### config.mk
export PLATFORM = sky130hd
export DESIGN_NAME = keypad_scan_ctrl
export DESIGN_NICKNAME = d
export VERILOG_FILES = /design/src/rtl/keypad_pkg.sv /design/src/rtl/keypad_scan_ctrl_sync2.sv /design/src/rtl/keypad_scan_ctrl.sv
export SDC_FILE = /design/constraint.sdc
export NUM_CORES = 1
export LEC_CHECK = 0
export CAP_MARGIN = 10
export CORE_MARGIN = 4
export CORE_UTILIZATION = 49
export DETAILED_ROUTE_END_ITERATION = 10
export PLACE_DENSITY = 0.74
export SLEW_MARGIN = 20
export SYNTH_ARGS = -nofsm -noshare
export SYNTH_HDL_FRONTEND = slang
export SYNTH_SLANG_ARGS = --single-unit
### constraint.sdc
create_clock -name clk -period 2.5 [get_ports clk]
set_clock_uncertainty 0.15 [all_clocks]
set_input_delay 0.5 -clock clk [delete_from_list [all_inputs] [get_ports clk]]
set_output_delay 0.5 -clock clk [all_outputs]
set_load 0.01 [all_outputs]
### src/rtl/keypad_pkg.sv
`default_nettype none
// ============================================================================
// Module   : keypad_pkg
// Purpose  : Shared types and constants for the 4x4 keypad scan controller:
//            FSM state encoding, row drive patterns, column sample classes
//            and a helper that classifies one synchronized column sample.
// Ports    : none (package)
// Revision : 1.0  initial release
// ============================================================================
package keypad_pkg;

  typedef enum logic [1:0] {
    ST_SCAN    = 2'd0,
    ST_CONFIRM = 2'd1,
    ST_PRESSED = 2'd2,
    ST_RELEASE = 2'd3
  } state_e;

  typedef enum logic [1:0] {
    CLS_IDLE   = 2'd0,
    CLS_SINGLE = 2'd1,
    CLS_MULTI  = 2'd2
  } col_class_e;

  // Active-low one-hot row drive, indexed by row number.
  localparam logic [3:0] ROW_HL [0:3] = '{4'b1110, 4'b1101, 4'b1011, 4'b0111};

  typedef struct packed {
    col_class_e cls;
    logic [1:0] col;
  } col_sample_t;

  // Columns are active-low; exactly one zero identifies a single key.
  function automatic col_sample_t classify(input logic [3:0] vs);
    col_sample_t res;
    logic [2:0]  zeros;
    zeros   = 3'd0;
    res.col = 2'd0;
    for (int c = 0; c < 4; c++) begin
      if (!vs[c]) begin
        zeros   = zeros + 3'd1;
        res.col = 2'(c);
      end
    end
    if (zeros == 3'd0) begin
      res.cls = CLS_IDLE;
    end else if (zeros == 3'd1) begin
      res.cls = CLS_SINGLE;
    end else begin
      res.cls = CLS_MULTI;
    end
    return res;
  endfunction

endpackage
`default_nettype wire

### src/rtl/keypad_scan_ctrl_sync2.sv
`default_nettype none
// ============================================================================
// Module   : sync2
// Purpose  : Parameterised-width two-flop synchronizer; resets to all ones
//            so an idle (active-low) bus reads as inactive after reset.
// Ports    : clk   - clock
//            rst   - synchronous active-high reset
//            d_i   - asynchronous input bus
//            q_o   - synchronized output bus
// Revision : 1.0  initial release
// ============================================================================
module sync2 #(
  parameter int WIDTH = 4
) (
  input  logic             clk,
  input  logic             rst,
  input  logic [WIDTH-1:0] d_i,
  output logic [WIDTH-1:0] q_o
);

  logic [WIDTH-1:0] meta_q;
  logic [WIDTH-1:0] sync_q;

  always_ff @(posedge clk) begin
    if (rst) begin
      meta_q <= '1;
      sync_q <= '1;
    end else begin
      meta_q <= d_i;
      sync_q <= meta_q;
    end
  end

  assign q_o = sync_q;

endmodule
`default_nettype wire

### src/rtl/keypad_scan_ctrl.sv
`default_nettype none
// ============================================================================
// Module   : keypad_scan_ctrl
// Purpose  : 4x4 matrix keypad sequencer. Drives rows with an active-low
//            one-hot scan, samples synchronized columns once per dwell,
//            debounces press and release, and reports the key code with a
//            one-cycle valid strobe.
// Ports    : clk       - system clock
//            rst       - synchronous active-high reset
//            vl        - column inputs, active-low, asynchronous
//            hl        - row drive, active-low one-hot
//            key_code  - last accepted key (row*4 + col)
//            key_valid - one-cycle pulse on acceptance
//            key_down  - high while a key is held / release is debounced
// Revision : 1.0  initial release
// ============================================================================
module keypad_scan_ctrl
  import keypad_pkg::*;
#(
  parameter int SCAN_DIV   = 4,
  parameter int DEBOUNCE_N = 3
) (
  input  logic       clk,
  input  logic       rst,
  input  logic [3:0] vl,
  output logic [3:0] hl,
  output logic [3:0] key_code,
  output logic       key_valid,
  output logic       key_down
);

  localparam int CNT_W = $clog2(SCAN_DIV);
  localparam int DEB_W = $clog2(DEBOUNCE_N + 1) + 1;
  localparam logic [CNT_W-1:0] C_SAMPLE  = CNT_W'(SCAN_DIV - 1);
  localparam logic [DEB_W-1:0] C_DEB_N   = DEB_W'(DEBOUNCE_N);
  localparam logic [DEB_W-1:0] C_DEB_ONE = DEB_W'(1);

  logic [3:0]       w_vs;
  col_sample_t      w_samp;
  logic             w_sample;
  logic             w_match;
  logic [DEB_W-1:0] w_deb_inc;

  state_e           state_q,  state_d;
  logic [1:0]       row_q,    row_d;
  logic [1:0]       col_q,    col_d;
  logic [DEB_W-1:0] deb_q,    deb_d;
  logic [CNT_W-1:0] dwell_q;
  logic [3:0]       code_q,   code_d;
  logic             valid_q,  valid_d;
  logic             down_q,   down_d;

  sync2 #(.WIDTH(4)) u_sync (
    .clk (clk),
    .rst (rst),
    .d_i (vl),
    .q_o (w_vs)
  );

  // Free-running dwell counter; never restarted by state changes.
  always_ff @(posedge clk) begin
    if (rst) begin
      dwell_q <= '0;
    end else if (dwell_q == C_SAMPLE) begin
      dwell_q <= '0;
    end else begin
      dwell_q <= dwell_q + CNT_W'(1);
    end
  end

  assign w_sample  = (dwell_q == C_SAMPLE);
  assign w_samp    = classify(w_vs);
  assign w_match   = (w_samp.cls == CLS_SINGLE) && (w_samp.col == col_q);
  assign w_deb_inc = deb_q + C_DEB_ONE;

  always_ff @(posedge clk) begin
    if (rst) begin
      state_q <= ST_SCAN;
      row_q   <= 2'd0;
      col_q   <= 2'd0;
      deb_q   <= '0;
      code_q  <= 4'd0;
      valid_q <= 1'b0;
      down_q  <= 1'b0;
    end else begin
      state_q <= state_d;
      row_q   <= row_d;
      col_q   <= col_d;
      deb_q   <= deb_d;
      code_q  <= code_d;
      valid_q <= valid_d;
      down_q  <= down_d;
    end
  end

  always_comb begin
    state_d = state_q;
    row_d   = row_q;
    col_d   = col_q;
    deb_d   = deb_q;
    code_d  = code_q;
    valid_d = 1'b0;
    down_d  = down_q;

    if (w_sample) begin
      unique case (state_q)
        ST_SCAN: begin
          if (w_samp.cls == CLS_SINGLE) begin
            col_d = w_samp.col;
            deb_d = C_DEB_ONE;
            // A single agreeing sample is already enough when N == 1.
            if (C_DEB_ONE == C_DEB_N) begin
              state_d = ST_PRESSED;
              code_d  = {row_q, w_samp.col};
              valid_d = 1'b1;
              down_d  = 1'b1;
            end else begin
              state_d = ST_CONFIRM;
            end
          end else begin
            row_d = row_q + 2'd1;
          end
        end

        ST_CONFIRM: begin
          if (w_match) begin
            deb_d = w_deb_inc;
            if (w_deb_inc == C_DEB_N) begin
              state_d = ST_PRESSED;
              code_d  = {row_q, col_q};
              valid_d = 1'b1;
              down_d  = 1'b1;
            end
          end else begin
            state_d = ST_SCAN;
            row_d   = row_q + 2'd1;
          end
        end

        ST_PRESSED: begin
          if (!w_match) begin
            if (w_samp.cls == CLS_IDLE) begin
              deb_d = C_DEB_ONE;
              // With N == 1 this first idle sample completes the release.
              if (C_DEB_ONE == C_DEB_N) begin
                state_d = ST_SCAN;
                down_d  = 1'b0;
                row_d   = row_q + 2'd1;
              end else begin
                state_d = ST_RELEASE;
              end
            end else begin
              deb_d   = '0;
              state_d = ST_RELEASE;
            end
          end
        end

        ST_RELEASE: begin
          if (w_samp.cls == CLS_IDLE) begin
            deb_d = w_deb_inc;
            if (w_deb_inc == C_DEB_N) begin
              state_d = ST_SCAN;
              down_d  = 1'b0;
              row_d   = row_q + 2'd1;
            end
          end else begin
            deb_d = '0;
          end
        end

        default: begin
          state_d = ST_SCAN;
        end
      endcase
    end
  end

  assign hl        = ROW_HL[row_q];
  assign key_code  = code_q;
  assign key_valid = valid_q;
  assign key_down  = down_q;

endmodule
`default_nettype wire

* After elaboration in Yosys (flattened, before gate mapping)
Index checks and enable logic that the tools add are counted.
** Word-level totals
- Register bits :: 25
- Input port bits :: 6
- Output and inout bits :: 10
- Logic and storage cells :: 88
** Operators by class
- Add/sub/neg operators :: 6
- Magnitude comparators :: 1
- Equality and inequality tests :: 17
- Multiplexer cells :: 36
- Bitwise operators :: 4
- Reduce and logical (&&, ||, !) cells :: 14
** Operators with widths (count)
- 2-bit 2-to-1 mux :: 14
- 3-bit 2-to-1 mux :: 7
- 6-bit AND reduction :: 3
- 2-bit inequality test (second input constant) :: 8
- 3-bit by 1-bit adder with 3-bit output (second input constant) :: 4
- 3-bit one-hot mux with 4 select lines :: 1
- 4-bit binary-select mux with 2-bit select :: 1
- 1-bit 2-to-1 mux :: 8
- 4-bit 2-to-1 mux :: 2
- 2-bit one-hot mux with 4 select lines :: 1
- 4-bit AND reduction :: 2
- 2-bit == test (second input constant) :: 3
- 2-bit one-hot mux with 3 select lines :: 1
- 2-bit by 1-bit adder with 2-bit output (second input constant) :: 2
- 2-bit by 1-bit == test with 1-bit output (second input constant) :: 2
- 2-bit logical NOT :: 2
- 4-bit OR reduction :: 1
- 3-bit by 1-bit == test with 1-bit output (second input constant) :: 1
- 3-bit by 2-bit == test with 1-bit output (second input constant) :: 1
- 3-bit greater-or-equal comparator (second input constant) :: 1
- 3-bit logical NOT :: 1
- 3-bit inequality test (second input constant) :: 1
- 1-bit NOT :: 3
- 2-bit NOT with 3-bit output :: 1
- 7 further kinds :: 7

* Longest topological paths before layout
- Word-level depth :: 14
- Gate-level depth with buffers :: 11
- Mapped depth without buffers :: 11

* Cells and area by module
From an unflattened synthesis, not the netlist that was laid out.
** Second synthesis, totals
- Cell total of the unflattened synthesis :: 157
- Area, all modules :: 1377.6 um2
** By module, submodules not included
- keypad_scan_ctrl :: times used 1, cells an instance 141, area each 1167.4 um2, sequential area each 340.3 um2
- sync2 :: times used 1, cells an instance 16, area each 210.2 um2, sequential area each 160.2 um2

* Worst setup path before layout
Ideal clock, no wire load.
- Path kind :: reg2reg
- Start :: register u_sync.sync_q[1], in the netlist u_sync.q_o[1]
- End :: register code_q[0], in the netlist key_code[0]
- Library setup time :: 128 ps
- Arrival time :: 2385 ps
- Data required time :: 2222 ps
- Slack :: -162 ps
- Cell stages (with the launch flop) :: 11
- Path buffers :: 0
- Clock period less this slack :: 2662 ps
- Cell sequence :: dfxtp_1 -> inv_1 -> ha_1 -> xnor2_2 -> ha_1 -> nand2b_1 -> xnor2_2 -> nand3_4 -> nor4_4 -> mux2i_1 -> nor2_1
** On the way
- Cells in the longest elaborated chain, start to end :: 11
- Elaborated cells between the ends (all ways) :: 16
- Those cells by class :: add/sub (2); eq/ne (3); mux (8); reduce/logical (3)
** RTL lines
- start: declaration :: RTL line keypad_scan_ctrl_sync2.sv:22 : logic [WIDTH-1:0] sync_q;
- start signal: assignment :: RTL line keypad_scan_ctrl_sync2.sv:30 : sync_q <= meta_q;
- 3-bit 2-to-1 mux :: RTL line keypad_pkg.sv:40 : if (!vs[c]) begin
- 3-bit by 1-bit adder with 3-bit output :: RTL line keypad_pkg.sv:41 : zeros = zeros + 3'd1;
- 3-bit 2-to-1 mux :: RTL line keypad_pkg.sv:40
- 3-bit by 1-bit adder with 3-bit output :: RTL line keypad_pkg.sv:41
- 3-bit 2-to-1 mux :: RTL line keypad_pkg.sv:40
- 3-bit by 1-bit == test with 1-bit output :: RTL line keypad_pkg.sv:47 : end else if (zeros == 3'd1) begin
- 2-bit 2-to-1 mux :: RTL line keypad_pkg.sv:47
- 2-bit 2-to-1 mux :: RTL line keypad_pkg.sv:45 : if (zeros == 3'd0) begin
- 2-bit by 1-bit == test with 1-bit output :: RTL line keypad_scan_ctrl.sv:73 : assign w_match = (w_samp.cls == CLS_SINGLE) && (w_samp.col == col_q);
- 1-bit logical AND * :: RTL line keypad_scan_ctrl.sv:73
- 4-bit AND reduction (no line) *
- end signal: assignment :: RTL line keypad_scan_ctrl.sv:90 : code_q <= code_d;
- end: declaration :: RTL line keypad_scan_ctrl.sv:49 : logic [3:0] code_q, code_d;
Every way passes the cells marked *; elsewhere a longest branch is shown, timed or not.
A chain may end at the register's enable or synchronous reset.

* Worst setup path in the final report
Same ends and word-level chain as after synthesis.

==> run summary <==
* result of the run: completed
* clk buf depth: 2
* DRT antenna net count: 0
* TritonCTS clock tree: done
* data required time at the worst endpoint: 2.58 ns
* crit-path cells: inv_2, ha_4, xnor2_4, ha_4, nand2b_4, xnor2_4, nand3_4, nor4_4, buf_12, mux2i_1, nor2_1
* count of inserted antenna diode cells: 0
* Layout Area Growth over Synthesis: 31.1%
* xor and xnor fraction of the mapped netlist area: 5.72%
* Post-Synthesis Mean Instance Area: 9.35 µm²
* worst-skew pair later-pin latency: 0.32 ns
* number of global-route vias before repair: 1105
* filler cell count in the final layout: 212
* Root Buffer Master: clkbuf_4
* Register-to-Register Setup Slack: 0.09 ns
* number of nets in the layout: 188
* number of port buffers: 15
* simple logic cell fraction of the synthesized area: 22.4%
* highest ir drop seen on vdd: 0.000401 V
* fin crit period: 2.41 ns
* primary flip-flop cell chosen by synthesis mapping: dfxtp_1
* hold slack: 0.276 ns
* setup slack after placement: -0.0283 ns
* Top Ports: 16
* min-delay src: u_sync.meta_q[3]
* overall global routing resource usage: 16.7%
* worst-margin pin slew: 0.509 ns
* Post-CTS Hold Fix Bufs: 0
* cell types occupying the most area after synthesis: dfxtp_1 (37%), ha_1 (9.2%), or2_2 (4.6%), a21oi_1 (3.7%), inv_1 (3.0%)
* RSZ-0062 raised after global routing: true
* Placement Rows: 18
* sequential element share of the synthesized area: 36.9%
* max-cap viol count: 0
* number of violations reported at the end of detailed-routing iteration 0: 23
* largest family of logic cells by synthesized area: simple AND/OR/NAND/NOR gates
* count of cells along the worst hold path: 1
* highest clock rate: 415 MHz
* hold worst-path end: u_sync.q_o[3]
* proportion of synthesized area in mux cells: 2.95%
* power consumption: 0.770 mW
* 1st-pass router iterations: 4
* startpoint types: flip-flop
* non-filler cells, final: 201
* estimated wirelength of the detail-placed design: 2010 µm
* adder-cell area share of the yosys netlist: 9.23%
* Vert. Die Dim: 60.6 µm
* worst-path cell with the longest stage delay: dfxtp_2
* initial standard-cell utilization of the core: 52.8%
* worst reg2reg startpoint: u_sync.q_o[1]
* slew margin rel.: 65.9%
* Leakage Power: 0.657 nW
* Core Box Area: 0.00257 mm²
* number of distinct library cells after synthesis: 43
* CTS Buf Count: 3
* highest cell delay on the worst timing path: 0.38 ns
* number of placed cells counting well taps: 193
* Seq cells post-synth: 25
* total number of H-tree levels: 1
* Post-DP Area: 0.00158 mm²
* cells after synthesis: 145
* initial antenna violation count: 0
* count of synthesis-stage warnings from yosys: 0
* clock-pin slew reported for the worst setup and hold paths after clock tree synthesis: 0.14 ns
* FF-to-FF path depth: 11
* largest net degree at the start of global routing: 16
* Die Wd: 60.6 µm
* Vias/cell: 5.77
* slack of the critical path: 0.0888 ns
* final estimated routing congestion in global placement: 0.852
* Crit. End Element: flip-flop
* portion of synthesized cell area occupied by the leading cell type: 36.9%
* complex-gate fraction of the synthesized area: 17.2%
* power density over cell area: 433 mW/mm²
* Setup-failing EPs final: 0
* clk sink count: 25
* EDFF count, synth: 0
* Critical Path AT: 2.49 ns
* top cell type by total area after synthesis: dfxtp_1
* Crit Path Class: flip-flop to flip-flop
* global-route wire length before repair: 4640 µm
* Avg WL per Cell: 14.5 µm
* type of the worst min-delay path: flip-flop to flip-flop
* fraction of layout cells with a size suffix above 1: 30.4%
* DRC violations left: 0
* capturing point of the worst reg2reg path: key_code[0]
* proportion of register bits with asynchronous set or reset after synthesis: 0%
* total routed wirelength: 2910 µm
* Die Footprint: 0.00367 mm²
* final setup TNS: 0 ns
* mapped cell area: 0.00136 mm²
* final worst path period share: 96.4%
* syn_nets: 161
* aggregate global routing overflow: 0
* total non-filler cell area in the finished layout: 0.00178 mm²
* maximum fanout along the worst path: 6
* final core utilization: 69.2%
* number of vias after detailed routing: 1159
* hold violation total from the final report: 0
* max-slew violation count: 0
[power by group]
| group | internal, mW | switching, mW | total, mW |
|---|---|---|---|
| clock network | 0.0611 | 0.127 | 0.188 |
| logic | 0.0812 | 0.0757 | 0.157 |
| registers | 0.412 | 0.0126 | 0.425 |
| total | 0.555 | 0.215 | 0.770 |
[worst max path at each step]
stage | start | to | slack [ns] | cells after the start
2_1_floorplan | u_sync.q_o[1] | key_code[0] | 0.0009 | 10
3_3_place_gp | u_sync.q_o[1] | row_q[1] | 0.1 | 11
3_5_place_dp | u_sync.q_o[1] | row_q[0] | -0.03 | 11
4_1_cts | u_sync.q_o[1] | row_q[0] | 0.03 | 11
5_1_grt | u_sync.q_o[1] | state_q[0] | -0.04 | 11
6_report | u_sync.q_o[1] | key_code[0] | 0.09 | 11
[cell type report]
class / count / area (µm²) / area share, %
well taps: 30 / 37.5 / 2.11
clock inverters: 1 / 7.51 / 0.423
clock buffers: 3 / 22.5 / 1.27
multi-input cells: 104 / 911 / 51.3
flip-flops and latches: 25 / 504 / 28.4
inverters: 11 / 41.3 / 2.32
repair buffers: 27 / 253 / 14.2
[cells in the mapped netlist, types with 2 or more instances]
library cell	count
a211oi_1	2
a21oi_1	10
buf_6	2
clkbuf_1	3
dfxtp_1	25
ha_1	10
inv_1	11
mux2i_1	4
nand2_1	4
nand2b_1	3
nand3_1	7
nand3b_1	2
nor2_1	10
nor2b_1	3
nor3_1	3
o21ai_0	7
o31a_1	2
o31ai_1	2
or2_2	10
xnor2_2	2
[cells in the final DEF (no fill, tap or decap), types with 2 or more instances in the layout]
master	synthesis	routed
ha_1	10	8
buf_4	0	11
or2_2	10	9
nor2b_1	3	3
xnor2_4	1	3
o21ai_1	1	2
nand2b_1	3	2
clkbuf_4	0	3
nand3_1	7	7
a21oi_1	10	10
ha_4	0	2
dfxtp_2	0	3
o21ai_0	7	6
inv_1	11	10
dfxtp_1	25	22
nand3b_1	2	2
clkdlybuf4s50_1	0	15
nor3_1	3	3
nor2_1	10	9
o31a_1	2	2
mux2i_1	4	4
nand2_1	4	2
[worst max-delay path, delay by kind of cell (launching register included)]
family        cells  cell delay (ns)
simple gates      4             0.60
fa+ha+maj         2             0.42
flops             1             0.38
xor+xnor          2             0.37
buf+inv           2             0.21
mux               1             0.19
[cells by family after synthesis]
family,Yosys count
compound gates,35
xor+xnor,5
fa+ha+maj,10
buf+inv,16
flops,25
mux,4
simple gates,50
[registers in the layout, summed over array words and instances, names as in the netlist, named ones only]
signal / flops
col_q: 2
key_down: 1
state_q: 1
key_valid: 1
row_q: 2
u_sync.q_o: 4
deb_q: 3
key_code: 4
dwell_q: 2
u_sync.meta_q: 4
[layer usage]
metal	global-route usage, %	part of all wire (%)	vias up
met5	0	0	-
met4	7.43	1.0	0
met3	2.77	3.0	6
met2	27.6	52	28
met1	21.3	44	562
li1	-	-	563
[timing repair]
action / in CTS / in global routing
pin swaps: 3 / 8
gates resized for setup: 2 / 25
buffers inserted: 0 / 4
setup endpoints to repair: 10 / 14
Note: power is estimated with default switching activity, not from simulation.
